File: src/rtl/lcd_pkg.sv
// lcd_pkg: shared types and helpers for the LCD text overlay renderer.
package lcd_pkg;
  localparam int ADDR_W = 11;
  typedef logic [23:0] rgb_t;
  typedef enum logic {IDLE = 1'b0, PENDING = 1'b1} commit_state_e;
  function automatic int clog2(input int n);
    return $clog2(n);
  endfunction
  // Index ports need at least one bit even for a single-character line.
  function automatic int idx_w(input int n);
    return (n > 1) ? $clog2(n) : 1;
  endfunction
endpackage

File: src/rtl/lcd_text_delay.sv
// lcd_text_delay: fixed-depth shift register carrying pixel side-band past the font ROM.
module lcd_text_delay #(
  parameter int W     = 1,
  parameter int DEPTH = 2
) (
  input  logic         clk,
  input  logic         rstn,
  input  logic [W-1:0] d,
  output logic [W-1:0] q
);
  logic [W-1:0] sr_q [DEPTH];
  always_ff @(posedge clk or negedge rstn) begin
    if (!rstn) begin
      for (int i = 0; i < DEPTH; i++) sr_q[i] <= '0;
    end else begin
      sr_q[0] <= d;
      for (int i = 1; i < DEPTH; i++) sr_q[i] <= sr_q[i-1];
    end
  end
  assign q = sr_q[DEPTH-1];
endmodule

File: src/rtl/lcd_text_render.sv
// lcd_text_render: scaled glyph-row overlay with tear-free double-buffered character codes.
module lcd_text_render
  import lcd_pkg::*;
#(
  parameter int GLYPH_W    = 8,
  parameter int GLYPH_H    = 16,
  parameter int NUM_CHARS  = 8,
  parameter int CHAR_BITS  = 7,
  parameter int SCALE_LOG2 = 1,
  parameter int X0         = 16,
  parameter int Y0         = 16,
  parameter rgb_t FG       = 24'hFFFFFF,
  parameter rgb_t BG       = 24'h000000,
  parameter int ROM_LAT    = 1,
  parameter logic [CHAR_BITS-1:0] SPACE_CODE = 7'h20
) (
  input  logic                                   clk,
  input  logic                                   rstn,
  input  logic                                   ready_sig,
  input  logic [ADDR_W-1:0]                      column_addr_sig,
  input  logic [ADDR_W-1:0]                      row_addr_sig,
  input  logic                                   wr_en,
  input  logic [idx_w(NUM_CHARS)-1:0]            wr_idx,
  input  logic [CHAR_BITS-1:0]                   wr_char,
  input  logic                                   commit,
  output logic                                   commit_pending,
  output logic [CHAR_BITS+clog2(GLYPH_H)-1:0]    rom_addr,
  input  logic [GLYPH_W-1:0]                     rom_data,
  output logic [7:0]                             red_sig,
  output logic [7:0]                             green_sig,
  output logic [7:0]                             blue_sig,
  output logic                                   pix_valid
);
  localparam int IW  = idx_w(NUM_CHARS);
  localparam int GXW = clog2(GLYPH_W);
  localparam int GYW = clog2(GLYPH_H);
  localparam int DW  = GXW + 2;
  localparam logic [11:0] X_LO = 12'(X0);
  localparam logic [11:0] X_HI = 12'(X0 + ((NUM_CHARS * GLYPH_W) << SCALE_LOG2));
  localparam logic [11:0] Y_LO = 12'(Y0);
  localparam logic [11:0] Y_HI = 12'(Y0 + (GLYPH_H << SCALE_LOG2));

  logic [ADDR_W-1:0] dx, dy, sx;
  logic in_box, frame_start, swap;
  commit_state_e state_q, state_d;
  logic s0_rdy_q, s0_box_q;
  logic [IW-1:0] s0_idx_q;
  logic [GXW-1:0] s0_gx_q;
  logic [GYW-1:0] s0_gy_q;
  logic [CHAR_BITS-1:0] shadow_q [NUM_CHARS];
  logic [CHAR_BITS-1:0] active_q [NUM_CHARS];
  logic [CHAR_BITS-1:0] code;
  logic [CHAR_BITS+GYW-1:0] rom_addr_q;
  logic [DW-1:0] dly;
  logic [GLYPH_W-1:0] sh;
  rgb_t pix_d, pix_q;
  logic valid_q;

  // Comparisons run in 12 bits so the box end never wraps near the 11-bit limit.
  assign in_box = {1'b0, column_addr_sig} >= X_LO && {1'b0, column_addr_sig} < X_HI &&
                  {1'b0, row_addr_sig} >= Y_LO && {1'b0, row_addr_sig} < Y_HI;
  assign dx = column_addr_sig - ADDR_W'(X0);
  assign dy = row_addr_sig - ADDR_W'(Y0);
  assign sx = dx >> SCALE_LOG2;
  assign frame_start = ready_sig && column_addr_sig == '0 && row_addr_sig == '0;
  assign swap = frame_start && (state_q == PENDING || commit);

  always_comb begin
    state_d = swap ? IDLE : (commit ? PENDING : state_q);
    code = (int'(s0_idx_q) < NUM_CHARS) ? active_q[s0_idx_q] : SPACE_CODE;
    sh = rom_data << dly[GXW-1:0];
    pix_d = (dly[DW-1] && dly[DW-2]) ? (sh[GLYPH_W-1] ? FG : BG) : '0;
  end

  always_ff @(posedge clk or negedge rstn) begin
    if (!rstn) begin
      state_q <= IDLE;
      s0_rdy_q <= 1'b0;
      s0_box_q <= 1'b0;
      s0_idx_q <= '0;
      s0_gx_q <= '0;
      s0_gy_q <= '0;
      rom_addr_q <= '0;
      pix_q <= '0;
      valid_q <= 1'b0;
      for (int i = 0; i < NUM_CHARS; i++) begin
        shadow_q[i] <= SPACE_CODE;
        active_q[i] <= SPACE_CODE;
      end
    end else begin
      state_q <= state_d;
      s0_rdy_q <= ready_sig;
      s0_box_q <= in_box;
      s0_idx_q <= IW'(sx >> GXW);
      s0_gx_q <= GXW'(sx);
      s0_gy_q <= GYW'(dy >> SCALE_LOG2);
      rom_addr_q <= {code, s0_gy_q};
      pix_q <= pix_d;
      valid_q <= dly[DW-1];
      // Swap copies the pre-write shadow; a same-cycle write lands in shadow only.
      if (swap) active_q <= shadow_q;
      if (wr_en && int'(wr_idx) < NUM_CHARS) shadow_q[wr_idx] <= wr_char;
    end
  end

  lcd_text_delay #(.W(DW), .DEPTH(ROM_LAT + 1)) u_dly (
    .clk (clk),
    .rstn(rstn),
    .d   ({s0_rdy_q, s0_box_q, s0_gx_q}),
    .q   (dly)
  );

  assign commit_pending = state_q == PENDING;
  assign rom_addr = rom_addr_q;
  assign red_sig = pix_q[23:16];
  assign green_sig = pix_q[15:8];
  assign blue_sig = pix_q[7:0];
  assign pix_valid = valid_q;
endmodule

File: config.mk
export PLATFORM = sky130hd
export DESIGN_NAME = lcd_text_render
export DESIGN_NICKNAME = d
export VERILOG_FILES = /design/src/rtl/lcd_pkg.sv /design/src/rtl/lcd_text_delay.sv /design/src/rtl/lcd_text_render.sv
export SDC_FILE = /design/constraint.sdc
export NUM_CORES = 1
export LEC_CHECK = 0
export ABC_CLOCK_PERIOD_IN_PS = 2400
export BUFFER_PORTS_ARGS = -buffer_cell sky130_fd_sc_hd__buf_2
export CAP_MARGIN = 20
export CORE_ASPECT_RATIO = 1.1
export CORE_MARGIN = 4
export CORE_UTILIZATION = 55
export DETAILED_ROUTE_END_ITERATION = 10
export PLACE_DENSITY = 0.77
export SYNTH_ARGS = -nofsm -noshare
export SYNTH_HDL_FRONTEND = slang
export SYNTH_SLANG_ARGS = --single-unit
File: constraint.sdc
create_clock -name clk -period 2.4 [get_ports clk]
set_input_delay 0.12 -clock clk [delete_from_list [all_inputs] [get_ports clk]]
set_output_delay 0.12 -clock clk [all_outputs]
set_load 0.05 [all_outputs]
==> impl_metrics.ini, run 1 <==
[timing]
fmax_mhz = 479
setup_violations = 0
hold_viol_final = 0
fin_crit_sh = 0.870
slew_violations = 0
skew_ps = 6.44
period_needed_ps = 2090
rsz0062_at_grt = no
worstMarginPinSlew_ps = 652
setup_slack_ps = 313
relSlewSlack = 0.563
setup-tns-final_ps = 0

[die]
core_um2 = 10500
die_area_um2 = 12600
io_pins = 82
initial_core_util = 0.570
die_y_um = 117
row_count = 39
die_w_um = 107

[clocking]
clk_latency_ps = 410
tritoncts = built
cts.sinks = 148
root_buffer = clkbuf_16
postCtsSetupRepairBufs = 0
clockBufferDepth = 2
numCtsBuffers = 17
htree_levels = 4
clk_pin_slew_worst_paths_ps = 50
ctsResizeCount = 0

[route]
totalWireLength_um = 11400
drc = 0
postRouteAntennaNets = 0
vias = 3259
dr.pass1.iters = 4
wl_per_cell_um = 18.9
drtIter0Drc = 123
viasPerCell = 5.40

[grt]
grt_pass1_wl_um = 18800
antenna_found_initial = 1
grt_max_degree = 66
grt_pass1_vias = 3480
grt-ovfl-total = 0
grt.total_usage = 0.199

[setup_path]
max_stage_delay_ps = 540
cp-start-kind = input pin
cp.buffers_inverters = 3
r2r_slack_ps = 780
criticalPathCategory = input pin to flop
cp-end-kind = flop
crit_required_ps = 2690
cp_top_family = buffers and inverters
worstPathArrival_ps = 2380
worstPathMaxFanout = 56
path_cells = dlygate4sd3_1, buf_2, nor4_1, nand2_1, nor4_4, buf_12, mux2_2
critPathSlowestCell = dlygate4sd3_1

[outcome]
status = finished, final reports clean

[synthesis]
synthAdderAreaFrac = 0.00628
postSynthCellCount = 363
synth_top_area_share = 0.553
synth_edf_count = 0
yosysSeqAreaShare = 0.623
synth_cell_type_count = 32
syn_avg_cell_area_um2 = 16.5
synthArstFlopShare = 1.00
synth_xor_area_frac = 0.00293
synth-seq-cells = 148
syn_area_um2 = 5980
synth_most_common_cell = dfrtp_1
ys_warn_count = 0
synth_commonest_cells = 132 x dfrtp_1, 73 x mux2_2, 46 x mux2_1
synth_compound_area_frac = 0.00377
synthMuxAreaShare = 0.286
synth_top_family_by_area = multiplexers
syn_nets = 411
yosys.area_share.simple = 0.0308
synth_top_cell_by_area = dfrtp_1
ys.flop_type = dfrtp_1
yosys-top-cells-area = dfrtp_1 55%, mux2_2 14%, mux2_1 8.7%

[placement]
placed_cell_area_um2 = 6410
dp.cells = 561
gp_congestion = 0.749
place_ws_ps = 438
port_buffers = 81
dp_hpwl_um = 7010

[cells_and_area]
nets = 497
drive_gt1_frac = 0.491
final_core_util = 0.674
synthToLayoutAreaGrowth_pct = 18.3
layout.cells.non_filler = 604
stdcell_area_um2 = 7070

[worst_hold_path]
min_path_type = input pin to flop

[run]
maxCapViolCount = 0

[pwr]
cellPowerDensity_nw_per_um2 = 808
power_leakage_nw = 3.45
peakVddDrop_mv = 0.388
## area by class of cell
class                      count  area [um2]
clock inverter                 4        48.8
inverter                       5        18.8
antenna                        1        2.50
clock buffer                  26         489
fill                         704        3420
timing repair buffer         104         627
sequential                   148        3720
multi-input combinational    173        1980
tap                          143         179
## worst reg2reg max path: stages, from the launching register on
cell	delay (ps)
dfrtp_1	320
buf_4	320
mux4_2	560
mux2_2	300
## timing repair
item / in CTS / in global routing
hold buffers: 12 / 0
setup endpoints to repair: 0 / 0
endpoints found under the hold margin: 66 / 0
## report_power, final
part	leakage, nW	total [mW]	switching (mW)	internal [mW]
sequential	1.86	2.86	0.114	2.75
clock	0.264	2.40	0.908	1.49
combinational	1.33	0.444	0.203	0.240
## through the flow
step / hold slack (ps) / power (mW)
after floorplan: -176 / 3.13
after global placement: 121 / 3.29
after detailed placement: 128 / 3.33
after CTS: 10.7 / 5.76
after global routing: 40.4 / 5.94
final: 35.6 / 5.71
## sequential cells by signal, indices dropped and copies added (netlist names)
register and count:
pix_valid 1, u_dly.sr_q 5, s0_gx_q 3, s0_gy_q 4, rom_addr 11, s0_box_q 1
active_q 56, shadow_q 56, u_dly.q 5, commit_pending 1, pix_q 1, s0_idx_q 3
s0_rdy_q 1
## cells in the final DEF (no fill, tap or decap), drive strengths merged
master,count
nand2b,1
nor3b,2
nor4,5
inv,5
mux4,16
dfstp,16
dfrtp,132
clkbuf,26
nand3,1
buf,92
and3,1
diode,1
nor2b,1
clkinv,3
bufinv,1
a21oi,1
xnor2,1
mux2i,1
nand4,1
o31ai,1
nand2,4
nor2,4
ha,3
xor2,1
nor3,5
mux2,119
nand4b,3
dlygate4sd3,12
o21ai,2
## kinds of logic (layout without fill, tap and decap cells)
group | Yosys count | after routing
xor+xnor | 2 | 2
compound gates | 4 | 4
mux | 136 | 136
fa+ha+maj | 3 | 3
flops | 148 | 148
buf+inv | 42 | 139
other cells | 0 | 1
simple gates | 28 | 28
## per-layer routing
layer  part of all wire  routed length (um)  vias to the layer above  global-route usage
met5                  0                   0                        -                   0
met1               0.41                4690                     1736               0.254
li1                   -                   -                     1445                   -
met2               0.54                6220                       59               0.326
met4              0.017                 189                        0              0.0679
met3              0.029                 335                       19              0.0560
## worst paths after layout
check,cells past startpoint,from,endpoint
min in group asynchronous,2,rstn,s0_gy_q[0]
setup / recovery,7,column_addr_sig[3],active_q[36]
hold reg to reg,0,s0_gx_q[0],u_dly.sr_q[5]
setup reg to reg,3,s0_idx_q[0],rom_addr[6]
max in group asynchronous,3,rstn,active_q[13]
hold / removal,3,row_addr_sig[6],s0_box_q
No activity file was read; power rests on OpenSTA's default activity.
==> inputs of run 2 (changes only) <==
- CTS_BUF_LIST: not set -> sky130_fd_sc_hd__clkbuf_8 sky130_fd_sc_hd__clkbuf_16
==> run 2 against run 1 <==
Effect of this change: clock-buffer cell count is 6 lower; clock skew is 0.71 ps lower; largest cell class unchanged; via count is 0.46% lower; fmax hardly changed; global-route usage stayed put.
==> impl_metrics.ini, run 2 (same netlist as run 1, synthesis figures left out) <==
[setup_path]
crit_required_ps = 2690
max_stage_delay_ps = 540
cp.buffers_inverters = 3
worstPathMaxFanout = 56
path_cells = dlygate4sd3_1, buf_2, nor4_1, nand2_1, nor4_4, buf_12, mux2_1
worstPathArrival_ps = 2380
cp-start-kind = input pin
critPathSlowestCell = dlygate4sd3_1
cp-end-kind = flop
criticalPathCategory = input pin to flop
cp_top_family = buffers and inverters

[die]
core_um2 = 10500
die_area_um2 = 12600
die_w_um = 107
die_y_um = 117
io_pins = 82
initial_core_util = 0.570
row_count = 39

[grt]
grt-ovfl-total = 0
grt_pass1_wl_um = 18800
grt_max_degree = 66
grt.total_usage = 0.199
grt_pass1_vias = 3480
antenna_found_initial = 1

[cells_and_area]
final_common_cell = dfrtp_1
drive_gt1_frac = 0.491
nets = 497
synthToLayoutAreaGrowth_pct = 18.3
nFillCells = 704
most-common-layout-cells = 132 x dfrtp_1, 80 x buf_2, 73 x mux2_2

[route]
drtIter0Drc = 121
postRouteAntennaNets = 0
drc = 0
totalWireLength_um = 11400
dr.pass1.iters = 4
vias = 3244
viasPerCell = 5.37
wl_per_cell_um = 18.8

[timing]
slew_violations = 0
fmax_mhz = 479
hold_viol_final = 0
setup-tns-final_ps = 0
skew_ps = 5.73
fin_crit_sh = 0.869
worstMarginPinSlew_ps = 654
setup_slack_ps = 314
relSlewSlack = 0.562
setup_violations = 0
rsz0062_at_grt = no
period_needed_ps = 2090

[placement]
gp_congestion = 0.749
dp_hpwl_um = 7010
port_buffers = 81
place_ws_ps = 438

[clocking]
clk_pin_slew_worst_paths_ps = 50
numCtsBuffers = 17
htree_levels = 4
cts.sinks = 148
clk_latency_ps = 410
tritoncts = built
ctsResizeCount = 0
clockBufferDepth = 2
root_buffer = clkbuf_16

[run]
maxCapViolCount = 0

[pwr]
peakVddDrop_mv = 0.389
cellPowerDensity_nw_per_um2 = 804
power_leakage_nw = 3.47

[worst_hold_path]
min_path_type = input pin to flop

[outcome]
status = finished, final reports clean
-- run 2: path summary, 6_finish.rpt --
kind	startpoint	end	depth (start not counted)	slack, ps
worst max register to register	s0_idx_q[0]	rom_addr[6]	3	770
max in group asynchronous	rstn	active_q[13]	3	1320
worst max-delay path	column_addr_sig[3]	active_q[53]	7	310
min in group asynchronous	rstn	s0_gy_q[0]	2	250
worst min-delay path	row_addr_sig[6]	s0_box_q	3	30
worst min register to register	s0_gx_q[0]	u_dly.sr_q[5]	0	350
-- run 2: final cells by class --
cell class	count	area (um2)	area share
Clock inverter	10	71.3	0.0101
Sequential cell	148	3720	0.527
Multi-Input combinational cell	173	1980	0.280
Inverter	5	18.8	0.00265
Clock buffer	20	467	0.0660
Tap cell	143	179	0.0253
Antenna cell	1	2.50	0.000354
Timing Repair Buffer	104	627	0.0887
-- run 2: what timing repair did --
action,CTS,global route
hold buffers,12,0
hold endpoints to repair,66,0
buffers inserted,0,0
-- run 2: routing by layer --
layer / vias to the layer above / track usage / routed length [um]
met5: - / 0 / 0
met4: 0 / 0.0679 / 201
met3: 18 / 0.0560 / 292
met2: 54 / 0.326 / 6210
met1: 1722 / 0.254 / 4680
li1: 1450 / - / -
-- run 2: tightest hold or removal path, stage by stage --
cell,delay (ps)
buf_2,90
nor3_1,50
and3_1,140
-- run 2: where the power goes --
part | leakage, nW | switching [mW] | internal, mW
clock network | 0.289 | 0.909 | 1.47
logic | 1.33 | 0.202 | 0.240
registers | 1.86 | 0.113 | 2.75
total | 3.47 | 1.22 | 4.46
-- run 2: per-stage QoR --
| step | hold slack, ps | total power, mW | std cells | cell area [um2] | utilization |
|---|---|---|---|---|---|
| 2_1_floorplan | -176 | 3.13 | 363 | 5980 | - |
| 3_3_place_gp | 121 | 3.29 | 561 | 6410 | 0.611 |
| 3_5_place_dp | 128 | 3.33 | 561 | 6410 | 0.611 |
| 4_1_cts | 10.7 | 5.74 | 603 | 7070 | 0.674 |
| 5_1_grt | 40.4 | 5.92 | 604 | 7070 | 0.674 |
| 6_report | 34.3 | 5.68 | 604 | 7070 | 0.674 |
==> inputs of run 3 (changes only) <==
- ABC_CLOCK_PERIOD_IN_PS: 2400 -> 2500
- PLACE_DENSITY: 0.77 -> 0.85
- clock period: 2.4 -> 2.5 ns (I/O delays scaled with it)
==> run 3 against run 2 <==
Effect of this change: hold slack better by 24 ps; first-iteration DRC count is 79% higher; sequential share of layout area shrank 0.61 points; total power grew 2.8%; combinational power is 4.5% lower.
==> impl_metrics.ini, run 3 (same netlist as run 1, synthesis figures left out) <==
[pwr]
intPower_mw = 4.59
total_power_mw = 5.84
cellPowerDensity_nw_per_um2 = 817
swShare = 0.215
power_leakage_nw = 3.48
power_frac_seq = 0.475
power_frac_comb = 0.072
p_clk_frac = 0.453
p_sw_mw = 1.25
peakVddDrop_mv = 0.407

[route]
totalWireLength_um = 12400
vias = 3280
viasPerCell = 5.45
drc = 0
drtIter0Drc = 216
dr.pass1.iters = 4
wl_per_cell_um = 20.6
postRouteAntennaNets = 0

[grt]
grt-ovfl-total = 0
antenna_found_initial = 0
grt.total_usage = 0.209
grt_pass1_wl_um = 19900
grt_pass1_vias = 3691
grt_max_degree = 86

[clocking]
numCtsBuffers = 17
clockBufferDepth = 2
tritoncts = built
clk_pin_slew_worst_paths_ps = 60
htree_levels = 4
root_buffer = clkbuf_16
cts.sinks = 148
ctsResizeCount = 0
clk_latency_ps = 410

[cells_and_area]
drive_gt1_frac = 0.500
most-common-layout-cells = 132 x dfrtp_1, 80 x buf_2, 73 x mux2_2
final_common_cell = dfrtp_1
layout.cells.non_filler = 602
stdcell_area_um2 = 7150
nets = 494
synthToLayoutAreaGrowth_pct = 19.7

[die]
die_w_um = 107
core_um2 = 10500
initial_core_util = 0.570
row_count = 39
die_area_um2 = 12600
die_y_um = 117
io_pins = 82

[timing]
relSlewSlack = 0.455
setup-tns-final_ps = 0
period_needed_ps = 2060
hold_viol_final = 0
slew_violations = 0
fmax_mhz = 485
fin_crit_sh = 0.824
setup_violations = 0
worstMarginPinSlew_ps = 818
skew_ps = 7.23
holdWs_ps = 58.6
rsz0062_at_grt = no

[setup_path]
criticalPathCategory = input pin to flop
ff2ff_path_depth = 2
crit_required_ps = 2780
r2r_slack_ps = 770
cp-start-kind = input pin
worstPathMaxFanout = 56
critPathLaunch = column_addr_sig[3]
r2r_start = s0_idx_q[1]
rr_endpoint = rom_addr[6]
worstPathArrival_ps = 2340
critPathCapture = active_q[53]
cp-end-kind = flop

[worst_hold_path]
min_path_type = input pin to flop
min_path_cells = 3

[placement]
dp.cells = 558
gp_congestion = 0.730
port_buffers = 81
placed_cell_area_um2 = 6400
dp_hpwl_um = 7260

[run]
maxCapViolCount = 0

[outcome]
status = finished, final reports clean
[run 3: cell type report]
cell class	instances	area (um2)
flip-flops and latches	148	3720
fillers	649	3340
multi-input cells	173	1980
repair buffers	101	617
clock buffers	23	508
well taps	143	179
clock inverters	8	123
inverters	5	18.8
diodes	1	2.50
[run 3: power groups by stage]
| stage | Combinational, mW | Sequential [mW] | Clock, mW |
|---|---|---|---|
| global placement | 0.376 | 2.78 | 0 |
| CTS | 0.429 | 2.77 | 2.68 |
| floorplan | 0.247 | 2.76 | 0 |
| finish | 0.423 | 2.77 | 2.65 |
| detailed placement | 0.400 | 2.80 | 0 |
| global route | 0.457 | 2.80 | 2.79 |
[run 3: timing repair]
action / 4_1_cts / 5_1_grt
hold buffers: 12 / 0
endpoints found under the setup margin: 0 / 0
buffers inserted: 0 / 0
hold endpoints to repair: 86 / 0
[run 3: critical path: stages]
cell and delay, ps:
dlygate4sd3_1 530, buf_2 130, nor4_1 250, nand2_1 200, nor4_4 350, buf_12 340, mux2_1 390
[run 3: per-layer routing]
layer  wire (um)  part of all wire  track usage  vias to the layer above
li1            -                 -            -                     1445
met3         483             0.039       0.0467                       33
met1        4730              0.38        0.255                     1726
met2        6720              0.54        0.347                       76
met4         476             0.038        0.106                        0
met5           0                 0            0                        -
[run 3: per-stage QoR]
step | worst slack [ps] | util
after detailed placement | 592 | 0.610
after floorplan | 790 | -
after global placement | 636 | 0.610
final | 439 | 0.682
after global routing | 338 | 0.681
after CTS | 434 | 0.681
[run 3: how the worst min path moves through the flow]
stage | start | end | slack, ps
finish | row_addr_sig[6] | s0_box_q | 60
global placement | rstn | s0_gy_q[0] | 210
floorplan | rstn | active_q[0] | -170
CTS | row_addr_sig[6] | s0_box_q | 40
detailed placement | rstn | rom_addr[1] | 220
global route | row_addr_sig[6] | s0_box_q | 50
